<file path="src/rtl/uart_rx_fifo_if.sv">
// Receive-side handshake bundle: head-of-FIFO word with status flags, drained by valid/ready.
interface uart_rx_fifo_if #(
    parameter int unsigned DATA_BITS = 8
);
    logic [DATA_BITS-1:0] rx_data;
    logic                 rx_parity_err;
    logic                 rx_frame_err;
    logic                 rx_break;
    logic                 rx_valid;
    logic                 rx_ready;

    modport master (
        output rx_data, rx_parity_err, rx_frame_err, rx_break, rx_valid,
        input  rx_ready
    );

    modport slave (
        input  rx_data, rx_parity_err, rx_frame_err, rx_break, rx_valid,
        output rx_ready
    );
endinterface

</file>
<file path="src/rtl/uart_rx_fifo.sv">
// UART receiver with 3-sample majority voting, parity/framing/break detection,
// and a first-word-fall-through FIFO holding received words with their status.
module uart_rx_fifo #(
    parameter int unsigned CLK_HZ     = 200_000_000,
    parameter int unsigned BAUD       = 115200,
    parameter int unsigned DATA_BITS  = 8,
    parameter int unsigned PARITY     = 0,
    parameter int unsigned STOP_BITS  = 1,
    parameter int unsigned FIFO_DEPTH = 16
) (
    input  logic                             clk,
    input  logic                             rst,
    input  logic                             rxd,
    uart_rx_fifo_if.master                   rx,
    output logic                             rx_busy,
    output logic                             overrun,
    input  logic                             overrun_clr,
    output logic [$clog2(FIFO_DEPTH+1)-1:0]  fifo_count
);
    localparam int unsigned BIT_CYCLES = CLK_HZ / BAUD;
    localparam int unsigned HALF       = BIT_CYCLES / 2;
    localparam int unsigned PW         = $clog2(BIT_CYCLES);
    localparam int unsigned NW         = $clog2(DATA_BITS + 1);
    localparam int unsigned CW         = $clog2(FIFO_DEPTH + 1);
    localparam int unsigned AW         = $clog2(FIFO_DEPTH);
    localparam int unsigned EW         = DATA_BITS + 3;

    typedef enum logic [2:0] {
        S_IDLE, S_START, S_DATA, S_PAR, S_STOP, S_BRK_WAIT
    } state_t;

    state_t               state;
    logic                 rxd_m, rxd_s;
    logic [2:0]           sh;
    logic [PW-1:0]        phase;
    logic [NW-1:0]        bit_cnt;
    logic [DATA_BITS-1:0] shreg;
    logic                 perr, ferr, allz;
    logic                 wr_req;
    logic [EW-1:0]        wr_entry;

    logic bit_c, at_half_c, at_wrap_c, exp_par_c, stop_ferr_c, stop_brk_c;

    assign bit_c       = (sh[0] & sh[1]) | (sh[0] & sh[2]) | (sh[1] & sh[2]);
    assign at_half_c   = (phase == PW'(HALF));
    assign at_wrap_c   = (phase == PW'(BIT_CYCLES - 1));
    assign exp_par_c   = (^shreg) ^ (PARITY == 1);
    assign stop_ferr_c = ferr | ~bit_c;
    assign stop_brk_c  = allz & ~bit_c;

    // Synchronizer and vote window; reset to idle-high so release cannot look like a start edge
    always_ff @(posedge clk or posedge rst) begin
        if (rst) begin
            rxd_m <= 1'b1;
            rxd_s <= 1'b1;
            sh    <= 3'b111;
        end else begin
            rxd_m <= rxd;
            rxd_s <= rxd_m;
            sh    <= {sh[1:0], rxd_s};
        end
    end

    // Frame FSM; the edge cycle counts as phase 0, so the counter restarts at 1
    always_ff @(posedge clk or posedge rst) begin
        if (rst) begin
            state    <= S_IDLE;
            phase    <= '0;
            bit_cnt  <= '0;
            shreg    <= '0;
            perr     <= 1'b0;
            ferr     <= 1'b0;
            allz     <= 1'b0;
            wr_req   <= 1'b0;
            wr_entry <= '0;
            rx_busy  <= 1'b0;
        end else begin
            wr_req <= 1'b0;
            if (state != S_IDLE)
                phase <= at_wrap_c ? '0 : phase + PW'(1);
            case (state)
                S_IDLE: begin
                    if (!rxd_s && sh[0]) begin
                        state   <= S_START;
                        phase   <= PW'(1);
                        bit_cnt <= '0;
                        perr    <= 1'b0;
                        ferr    <= 1'b0;
                        allz    <= 1'b1;
                        rx_busy <= 1'b1;
                    end
                end
                S_START: begin
                    if (at_half_c && bit_c) begin
                        state   <= S_IDLE;
                        rx_busy <= 1'b0;
                    end else if (at_wrap_c) begin
                        state <= S_DATA;
                    end
                end
                S_DATA: begin
                    if (at_half_c) begin
                        shreg   <= {bit_c, shreg[DATA_BITS-1:1]};
                        bit_cnt <= bit_cnt + NW'(1);
                        if (bit_c) allz <= 1'b0;
                    end
                    if (at_wrap_c && bit_cnt == NW'(DATA_BITS)) begin
                        bit_cnt <= '0;
                        state   <= (PARITY != 0) ? S_PAR : S_STOP;
                    end
                end
                S_PAR: begin
                    if (at_half_c) begin
                        if (bit_c != exp_par_c) perr <= 1'b1;
                        if (bit_c) allz <= 1'b0;
                    end
                    if (at_wrap_c) state <= S_STOP;
                end
                S_STOP: begin
                    if (at_half_c) begin
                        if (bit_cnt == NW'(STOP_BITS - 1)) begin
                            wr_req   <= 1'b1;
                            wr_entry <= {stop_brk_c, stop_ferr_c | stop_brk_c, perr, shreg};
                            state    <= stop_brk_c ? S_BRK_WAIT : S_IDLE;
                            rx_busy  <= stop_brk_c;
                        end else begin
                            bit_cnt <= bit_cnt + NW'(1);
                            ferr    <= stop_ferr_c;
                            allz    <= stop_brk_c;
                        end
                    end
                end
                S_BRK_WAIT: begin
                    if (rxd_s) begin
                        state   <= S_IDLE;
                        rx_busy <= 1'b0;
                    end
                end
                default: begin
                    state   <= S_IDLE;
                    rx_busy <= 1'b0;
                end
            endcase
        end
    end

    logic [EW-1:0] mem [FIFO_DEPTH];
    logic [AW-1:0] wr_ptr, rd_ptr;
    logic          valid_q;
    logic [EW-1:0] head_c;
    logic [CW-1:0] count_nxt_c;
    logic          full_c, pop_c, push_c;

    assign full_c = (fifo_count == CW'(FIFO_DEPTH));
    assign pop_c  = valid_q && rx.rx_ready;
    assign push_c = wr_req && (!full_c || pop_c);
    assign head_c = mem[rd_ptr];

    always_comb begin
        count_nxt_c = fifo_count;
        if (push_c && !pop_c)
            count_nxt_c = fifo_count + CW'(1);
        else if (!push_c && pop_c)
            count_nxt_c = fifo_count - CW'(1);
    end

    // FWFT storage; a pop in the same cycle frees the slot a full-FIFO push lands in
    always_ff @(posedge clk or posedge rst) begin
        if (rst) begin
            for (int unsigned i = 0; i < FIFO_DEPTH; i++)
                mem[i] <= '0;
            wr_ptr     <= '0;
            rd_ptr     <= '0;
            fifo_count <= '0;
            valid_q    <= 1'b0;
            overrun    <= 1'b0;
        end else begin
            if (push_c) begin
                mem[wr_ptr] <= wr_entry;
                wr_ptr      <= wr_ptr + AW'(1);
            end
            if (pop_c)
                rd_ptr <= rd_ptr + AW'(1);
            fifo_count <= count_nxt_c;
            valid_q    <= (count_nxt_c != '0);
            if (wr_req && !push_c)
                overrun <= 1'b1;
            else if (overrun_clr)
                overrun <= 1'b0;
        end
    end

    assign rx.rx_data       = head_c[DATA_BITS-1:0];
    assign rx.rx_parity_err = head_c[DATA_BITS];
    assign rx.rx_frame_err  = head_c[DATA_BITS+1];
    assign rx.rx_break      = head_c[DATA_BITS+2];
    assign rx.rx_valid      = valid_q;
endmodule

</file>
<file path="src/flat_wrapper.sv">
// flat-port wrapper written by rule: the top's interface ports become plain ports
module uart_rx_fifo_flat 
#(
    parameter int unsigned CLK_HZ     = 200_000_000,
    parameter int unsigned BAUD       = 115200,
    parameter int unsigned DATA_BITS  = 8,
    parameter int unsigned PARITY     = 0,
    parameter int unsigned STOP_BITS  = 1,
    parameter int unsigned FIFO_DEPTH = 16
)
  (clk, rst, rxd, rx_busy, overrun, overrun_clr, fifo_count, rx_rx_data, rx_rx_parity_err, rx_rx_frame_err, rx_rx_break, rx_rx_valid, rx_rx_ready);
  uart_rx_fifo_if #(.DATA_BITS(DATA_BITS)) rx_i ();
  input  logic clk;
  input  logic rst;
  input  logic rxd;
  output logic rx_busy;
  output logic overrun;
  input  logic overrun_clr;
  output logic [$clog2(FIFO_DEPTH+1)-1:0] fifo_count;
  output wire logic [$bits(rx_i.rx_data)-1:0] rx_rx_data;
  output wire logic [$bits(rx_i.rx_parity_err)-1:0] rx_rx_parity_err;
  output wire logic [$bits(rx_i.rx_frame_err)-1:0] rx_rx_frame_err;
  output wire logic [$bits(rx_i.rx_break)-1:0] rx_rx_break;
  output wire logic [$bits(rx_i.rx_valid)-1:0] rx_rx_valid;
  input wire logic [$bits(rx_i.rx_ready)-1:0] rx_rx_ready;
  assign rx_rx_data = rx_i.rx_data;
  assign rx_rx_parity_err = rx_i.rx_parity_err;
  assign rx_rx_frame_err = rx_i.rx_frame_err;
  assign rx_rx_break = rx_i.rx_break;
  assign rx_rx_valid = rx_i.rx_valid;
  assign rx_i.rx_ready = rx_rx_ready;
  uart_rx_fifo #(.CLK_HZ(CLK_HZ), .BAUD(BAUD), .DATA_BITS(DATA_BITS), .PARITY(PARITY), .STOP_BITS(STOP_BITS), .FIFO_DEPTH(FIFO_DEPTH)) u_core (.clk(clk), .rst(rst), .rxd(rxd), .rx(rx_i), .rx_busy(rx_busy), .overrun(overrun), .overrun_clr(overrun_clr), .fifo_count(fifo_count));
endmodule
</file>
<file path="config.mk">
export PLATFORM = sky130hd
export DESIGN_NAME = uart_rx_fifo_flat
export DESIGN_NICKNAME = d
export VERILOG_FILES = /design/src/rtl/uart_rx_fifo_if.sv /design/src/rtl/uart_rx_fifo.sv /design/src/flat_wrapper.sv
export SDC_FILE = /design/constraint.sdc
export NUM_CORES = 1
export LEC_CHECK = 0
export CORE_ASPECT_RATIO = 0.7
export CORE_MARGIN = 2
export CORE_UTILIZATION = 51
export CTS_BUF_LIST = sky130_fd_sc_hd__clkbuf_4
export CTS_CLUSTER_DIAMETER = 30
export DETAILED_ROUTE_END_ITERATION = 10
export GPL_ROUTABILITY_DRIVEN = 0
export PLACE_DENSITY_LB_ADDON = 0.08
export SYNTH_ARGS = -nofsm -noshare
export SYNTH_HDL_FRONTEND = slang
export SYNTH_SLANG_ARGS = --single-unit
</file>
<file path="constraint.sdc">
create_clock -name clk -period 7.9 [get_ports clk]
set_input_delay 1.58 -clock clk [delete_from_list [all_inputs] [get_ports clk]]
set_output_delay 1.58 -clock clk [all_outputs]
set_load 0.05 [all_outputs]
</file>
; ---- Word-level counts from Yosys, hierarchy flattened
; Cells that the tools add are included.
[totals]
reg_bits = 238
in_bits = 5
output_inout_bits = 19
elab_cells = 163
[op_classes]
addsub = 6
n_lt_le_gt_ge = 3
n_eq_ne = 24
mux = 51
n_bitwise = 12
reduce_logical = 33
[op_table]
columns = cell, n
row1 = bitwise mux 176 bit, 1
row2 = 2-to-1 mux 11 bit, 7
row3 = binary-select mux 11 bit (select 4 bit), 1
row4 = demux 11 bit (select 4 bit), 1
row5 = 2-to-1 mux 3 bit, 9
row6 = "!= test 2 x 1 -> 1 bit, second input constant", 11
row7 = 2-to-1 mux 4 bit, 5
row8 = 2-to-1 mux 1 bit, 19
row9 = one-hot mux 3 bit (6 select lines), 1
row10 = "adder 4 x 1 -> 4 bit, second input constant", 3
row11 = one-hot mux 4 bit (3 select lines), 1
row12 = AND reduction 6 bit, 2
row13 = "adder 11 x 1 -> 11 bit, second input constant", 1
row14 = "== test 11 x 10 -> 1 bit, second input constant", 1
row15 = "== test 11 bit, second input constant", 1
row16 = "greater-or-equal comparator 5 bit, second input constant", 2
row17 = 2-to-1 mux 5 bit, 2
row18 = inverter 4 -> 5 bit, 2
row19 = logical AND 1 bit, 9
row20 = nonzero test 3 bit, 3
row21 = AND reduction 4 bit, 2
row22 = parity 8 bit, 1
row23 = AND reduction 7 bit, 1
row24 = "== test 3 x 2 -> 1 bit, second input constant", 2
row25 = other kinds (26), 41

; ---- Depth between registers and ports, before layout
; Gate-level depths: netlist (run 1).
[depth]
ltp_word = 9
depth_mapped = 9
ltp_nobuf = 7

; ---- Least setup slack after synthesis (run 1)
; OpenSTA, ideal clock, no wires.
[synth_path]
kind = reg-to-output
from = reg u_core.rd_ptr[0]
to = out rx_rx_break
arrival_ps = 2038
t_required_ps = 6320
setup_slack_ps = 4282
stages_incl_launch_ff = 5
n_path_buf = 2
cell_sequence = dfrtp_1 buf_2 buf_2 mux4_2 mux4_2
[synth_between]
elab_chain_len = 4
[synth_lines]
columns = item, line
row1 = start: declaration, uart_rx_fifo.sv:148  ; logic [AW-1:0] wr_ptr, rd_ptr;
row2 = start signal: assignment, uart_rx_fifo.sv:183  ; rd_ptr <= rd_ptr + AW'(1);
row3 = inverter 4 -> 5 bit (not written as such), uart_rx_fifo.sv:157  ; assign head_c = mem[rd_ptr];
row4 = binary-select mux 11 bit (select 4 bit), uart_rx_fifo.sv:157
row5 = 2-to-1 mux 11 bit (not written as such) (2 in a row), uart_rx_fifo.sv:157
row6 = end: declaration, flat_wrapper.sv:23  ; output wire logic [$bits(rx_i.rx_break)-1:0] rx_rx_break;
; No other way between the ends. The select of a mux whose other input is x is not followed.

; ---- Worst setup path after layout (run 1)
[layout_path]
from = reg u_core.rd_ptr[0]
to = out rx_rx_data[1]
[layout_between]
elab_chain_len = 4
[layout_lines]
columns = item, line
row1 = inverter 4 -> 5 bit (not written as such), uart_rx_fifo.sv:157
row2 = binary-select mux 11 bit (select 4 bit), uart_rx_fifo.sv:157
row3 = 2-to-1 mux 11 bit (not written as such) (2 in a row), uart_rx_fifo.sv:157
row4 = end: declaration, flat_wrapper.sv:20  ; output wire logic [$bits(rx_i.rx_data)-1:0] rx_rx_data;
; No other way between the ends. The select of a mux whose other input is x is not followed.

==> metrics.txt, run 1 <==
maxcap violations=0; post-DP HPWL=14500 microns; Place WS=3.10 ns; initial antenna violation count=0; WP data arrival=3.88 ns; CTS resizes=0; starting density of the core=0.525; Crit Path Max Fanout=31; RSZ-0062 raised after global routing=false; Die Area=0.0228 sq mm; Worst VDD drop=0.102 mV; Die H=127 microns; Total Neg Setup Slack=0 ns; clk_skew=0.0214 ns; fin. max-slew vios=0; Setup WS post-layout=2.44 ns; Post-Syn Area=0.0110 sq mm; Remaining DRCs=0; Slew @ Worst Pin=1.18 ns; startpoint types=flip-flop; placed cell area=0.0114 sq mm; I/O pin total=24; Post-synth top flop=dfrtp_1; CTS tree=yes; Syn Inst Count=776; Final ANT Viol Nets=0; Num Clock Sinks=238; post-CTS setup buffers=0; critical path class=reg2out; htree depth=2; Port-buffer cells=23; fill cell count=1660; Core Region=0.0210 sq mm; Syn Nets=792; Final Total Pwr=2.47 mW; global-route wire length before repair=39500 microns; largest net degree at the start of global routing=170; Setup violations, final=0; # rows=44; Pleak=5.66 nW; Yosys reg bits=238; Max Clk Rate=183 MHz; Layout area overhead=9.85%; Root Driver=clkbuf_4; Via density=5.95; final hold viol count=0; ys async rst share=1.00; Iteration-0 DRC Markers=439; Crit. End Element=primary output; routed vias=6700; warnings from Yosys=0; DR WL/cell=21.4 microns; Yosys cell types=67; Final Cell Area=0.0121 sq mm; Final #Nets=832; Syn Area/Cell=14.2 sq um; GR Util All Layers=0.224; clk slew on worst S/H paths=0.07 ns; Hold Crit Class=reg2reg; Final min period=5.46 ns; EDFF count, synth=0; PD cells=204 mW/mm^2; Slew HR=0.203; Req. time, crit path=6.32 ns; number of global-route vias before repair=7087; grt ovf=0; Antenna Cells=0; insertion delay to the later sink of the worst-skew pair=0.70 ns; status=finished, final reports clean; routed wire length=24100 microns; period utilization=0.691; First-pass DRT Iterations=4; hold-fix buffers at CTS=0; share of cells above drive strength 1=0.399; sequential area share after synthesis=0.541; CTS Buf Count=58; number of buffers on the longest clock path=3; Die W=180 microns
## worst max-delay path, stage by stage, from the launching register on
cell and delay, ns:
dfrtp_2 0.71, buf_4 0.62, mux4_2 0.61, mux4_2 0.50, clkdlybuf4s50_1 0.72
## cells in the mapped netlist, drive strengths merged, types with 2 or more instances
master	n	area, sq um
nor2b	3	18.8
o41ai	3	33.8
a31oi	2	12.5
mux2	178	2030
a32oi	2	17.5
o21ai	43	215
mux4	55	1240
a22oi	2	15.0
nand4	7	43.8
and2	3	18.8
clkbuf	20	75.1
nor3	7	40.0
buf	28	140
nor2	12	52.6
nand3	18	95.1
a21boi	3	22.5
o2111ai	3	26.3
a21oi	6	30.0
or3	4	30.0
ha	11	138
o211ai	3	22.5
xnor2	18	158
a21o	2	15.0
dfstp	5	131
inv	17	63.8
nand2	51	191
nor3b	3	27.5
o31ai	3	22.5
o311ai	2	17.5
nand2b	3	18.8
nor4	3	25.0
dfrtp	233	5830
## cell families (layout without fill, tap and decap cells)
family                   Yosys count  count (layout)  share of synthesized area
flip-flops                       238             238                      0.541
multiplexers                     234             234                      0.297
AND/OR/NAND/NOR                  124             124                     0.0591
AO/OA/AOI/OAI                     84              84                     0.0489
buffers and inverters             65             139                     0.0253
XOR/XNOR                          19              19                     0.0151
adder cells (fa/ha/maj)           12              12                     0.0134
## sequential cells by signal (all words and copies together), names as in the netlist, 3 cells and up
register           count
u_core.mem           176
u_core.phase          11
u_core.wr_entry       11
u_core.shreg           8
u_core.fifo_count      5
u_core.bit_cnt         4
u_core.rd_ptr          4
u_core.wr_ptr          4
u_core.sh              3
u_core.state           3
## through the flow
stage	std cells	util	hold slack (ns)
detailed placement	1032	0.545	0.349
finish	1126	0.577	0.358
global placement	1032	0.545	0.346
CTS	1126	0.577	0.359
global route	1126	0.577	0.367
floorplan	776	-	0.345
## worst paths after layout
path	startpoint	endpoint	slack, ns	depth (start not counted)
max	u_core.rd_ptr[0]	rx_rx_data[1]	2.44	4
min	u_core.rxd_m	u_core.rxd_s	0.36	0
max reg2reg	u_core.fifo_count[0]	u_core.mem[16]	4.57	6
min reg2reg	u_core.rxd_m	u_core.rxd_s	0.36	0
max in group asynchronous	rst	u_core.mem[63]	4.96	4
min in group asynchronous	rst	u_core.mem[39]	1.46	3
## per-layer routing
layer,GRT usage,part of all wire,up-vias
met5,0,0,-
met1,0.330,0.48,3491
met4,0.0751,0.022,0
met2,0.335,0.45,181
li1,-,-,2982
met3,0.0462,0.045,46
## cells in the final DEF, fill, tap and decap left out, drive strengths merged, types with 7 or more instances in the layout
cell type,n
clkbuf,76
xnor2,18
inv,18
ha,11
clkinv,15
mux2,178
clkdlybuf4s50,23
nand2,51
nor2,12
mux4,55
dfrtp,233
o21ai,43
nor3,7
nand4,7
nand3,18
## power by group
| group | leakage, nW | total [mW] | switching (mW) | internal, mW |
|---|---|---|---|---|
| Sequential | 3.27 | 1.30 | 0.0440 | 1.25 |
| Clock | 0.405 | 0.954 | 0.479 | 0.476 |
| Combinational | 1.98 | 0.224 | 0.145 | 0.0782 |
| Total | 5.66 | 2.47 | 0.668 | 1.81 |
## area by class of cell
| cell class | count | area (sq um) | area share |
|---|---|---|---|
| clock buffers | 76 | 571 | 0.0471 |
| clock inverters | 18 | 98.8 | 0.00816 |
| inverters | 17 | 67.6 | 0.00558 |
| multi-input cells | 473 | 4780 | 0.395 |
| flip-flops and latches | 238 | 5960 | 0.493 |
| well taps | 276 | 345 | 0.0285 |
| repair buffers | 28 | 280 | 0.0231 |
(Power assumes the default switching activity.)
==> run 2: changes to the inputs <==
- clock period: 7.9 -> 4.4 ns (I/O delays scaled with it)
==> metrics.txt, run 2 (same netlist as run 1, synthesis figures left out) <==
status=finished, final reports clean (unchanged); Place WS=0.759 ns (was 3.10 ns); commonest cells after routing, fill and taps aside=dfrtp_1 (231), mux2_2 (172), clkbuf_4 (78) (was dfrtp_1 (231), mux2_2 (172), clkbuf_4 (76)); RSZ-0062 raised after global routing=false (unchanged); I/O pin total=24 (unchanged); biggest registers after layout=u_core.mem: 176 flops, u_core.phase: 11 flops, u_core.wr_entry: 11 flops (unchanged); period utilization=0.952; global-route wire length before repair=41500 microns (was 39500 microns); Placed Cells=1055 (was 1032); htree depth=2 (unchanged); initial antenna violation count=0 (unchanged); Final min period=4.19 ns; Core Region=0.0210 sq mm (unchanged); routed wire length=25800 microns (was 24100 microns); critical path class=reg2out (unchanged); Req. time, crit path=3.52 ns (was 6.32 ns); Via density=5.93 (was 5.95); worst r2r src=u_core.fifo_count[0] (unchanged); First-pass DRT Iterations=4 (unchanged); Remaining DRCs=0 (unchanged); clk slew on worst S/H paths=0.07 ns (about the same); grt ovf=0 (unchanged); Slew @ Worst Pin=1.14 ns (was 1.18 ns); share of cells above drive strength 1=0.415 (was 0.399); Iteration-0 DRC Markers=494 (was 439); WP data arrival=3.31 ns (was 3.88 ns); Num Clock Sinks=238 (unchanged); hold-fix buffers at CTS=0 (unchanged); startpoint types=flip-flop (unchanged); multi-input logic area=0.00478 sq mm (unchanged); post-DP HPWL=16900 microns (was 14500 microns); fin cells=1150 (was 1126); Port-buffer cells=23 (unchanged); Critical Path Start=u_core.rd_ptr[1] (was u_core.rd_ptr[0]); Setup violations, final=0 (unchanged); number of global-route vias before repair=7204 (was 7087); routed vias=6818 (was 6700); Pleak=5.76 nW (was 5.66 nW); FF+latch area=0.00596 sq mm (unchanged); PD cells=361 mW/mm^2 (was 204 mW/mm^2); CTS Buf Count=58 (unchanged); Worst VDD drop=0.177 mV (was 0.102 mV); Max Clk Rate=239 MHz; # rows=44 (unchanged); number of buffers on the longest clock path=3 (unchanged); fin. max-slew vios=0 (unchanged); Die W=180 microns (unchanged); clk_skew=0.0588 ns (was 0.0214 ns); Die Area=0.0228 sq mm (unchanged); largest net degree at the start of global routing=124 (was 170); Total Neg Setup Slack=0 ns (unchanged); GR Util All Layers=0.235 (was 0.224); Final ANT Viol Nets=0 (unchanged); Hold Path Origin=u_core.rxd_m (unchanged); Final #Nets=855 (was 832); maxcap violations=0 (unchanged); Crit Path Max Fanout=21 (was 31); CTS resizes=0 (unchanged); Slew HR=0.236 (was 0.203); final hold viol count=0 (unchanged); Die H=127 microns (unchanged); Crit. End Element=primary output (unchanged); Layout area overhead=11.5% (was 9.85%); insertion delay to the later sink of the worst-skew pair=0.72 ns (was 0.70 ns); Setup WS post-layout=0.209 ns (was 2.44 ns); Antenna Cells=0 (unchanged); commonest non-fill, non-tap cell in the layout=dfrtp_1 (unchanged); Root Driver=clkbuf_4 (unchanged); Hold Crit Class=reg2reg (unchanged); post-CTS setup buffers=0 (unchanged); CTS tree=yes (unchanged); max reg flops=176 (unchanged); Largest Register=u_core.mem (unchanged); starting density of the core=0.525 (unchanged); fill cell count=1656 (was 1660); DR WL/cell=22.4 microns (was 21.4 microns)
## run 2: cell count changes in the layout (fill, tap and decap cells not counted), sizes merged
cell      delta
clkbuf       +2
clkinvlp     +1
inv          -1
bufinv       -1
buf         +23
## run 2: worst paths after layout
path                       slack, ns          endpoint  cells past startpoint
max                             0.21     rx_rx_data[0]                      4
min                             0.36      u_core.rxd_s                      0
min in group asynchronous       0.42    u_core.mem[39]                      2
max reg2reg                     1.34    u_core.mem[24]                      7
min reg2reg                     0.36      u_core.rxd_s                      0
max in group asynchronous       2.98  u_core.rd_ptr[1]                      3
## run 2: critical path, stage by stage, from the launching register on
cell             delay [ns]
dfrtp_2                0.71
buf_4                  0.35
mux4_2                 0.33
mux4_2                 0.53
clkdlybuf4s50_1        0.73
## run 2: cell type report
type | instances | area share
Tap cell | 276 | 0.0281
Multi-Input combinational cell | 473 | 0.389
Inverter | 17 | 0.00550
Clock inverter | 17 | 0.00621
Sequential cell | 238 | 0.485
Clock buffer | 78 | 0.0477
Timing Repair Buffer | 51 | 0.0379
## run 2: metrics by stage
stage	instance area, sq um	hold slack [ns]	util	power [mW]
floorplan	11000	0.345	-	2.65
global placement	11600	0.347	0.554	2.75
finish	12300	0.358	0.586	4.43
detailed placement	11600	0.348	0.554	2.77
CTS	12300	0.358	0.586	4.48
global route	12300	0.363	0.586	4.67
## run 2: report_power, final
part           leakage (nW)  internal [mW]  switching [mW]  total [mW]
registers              3.27           2.25          0.0774        2.32
logic                  2.09          0.142           0.266       0.408
clock network         0.396          0.817           0.883        1.70
## run 2: per-layer routing
layer	routed length, microns	track usage	part of all wire	up-vias
li1	-	-	-	3021
met1	12100	0.343	0.47	3512
met2	11500	0.352	0.45	230
met3	1530	0.0490	0.059	53
met4	651	0.0808	0.025	2
met5	46	0.0147	0.0018	-
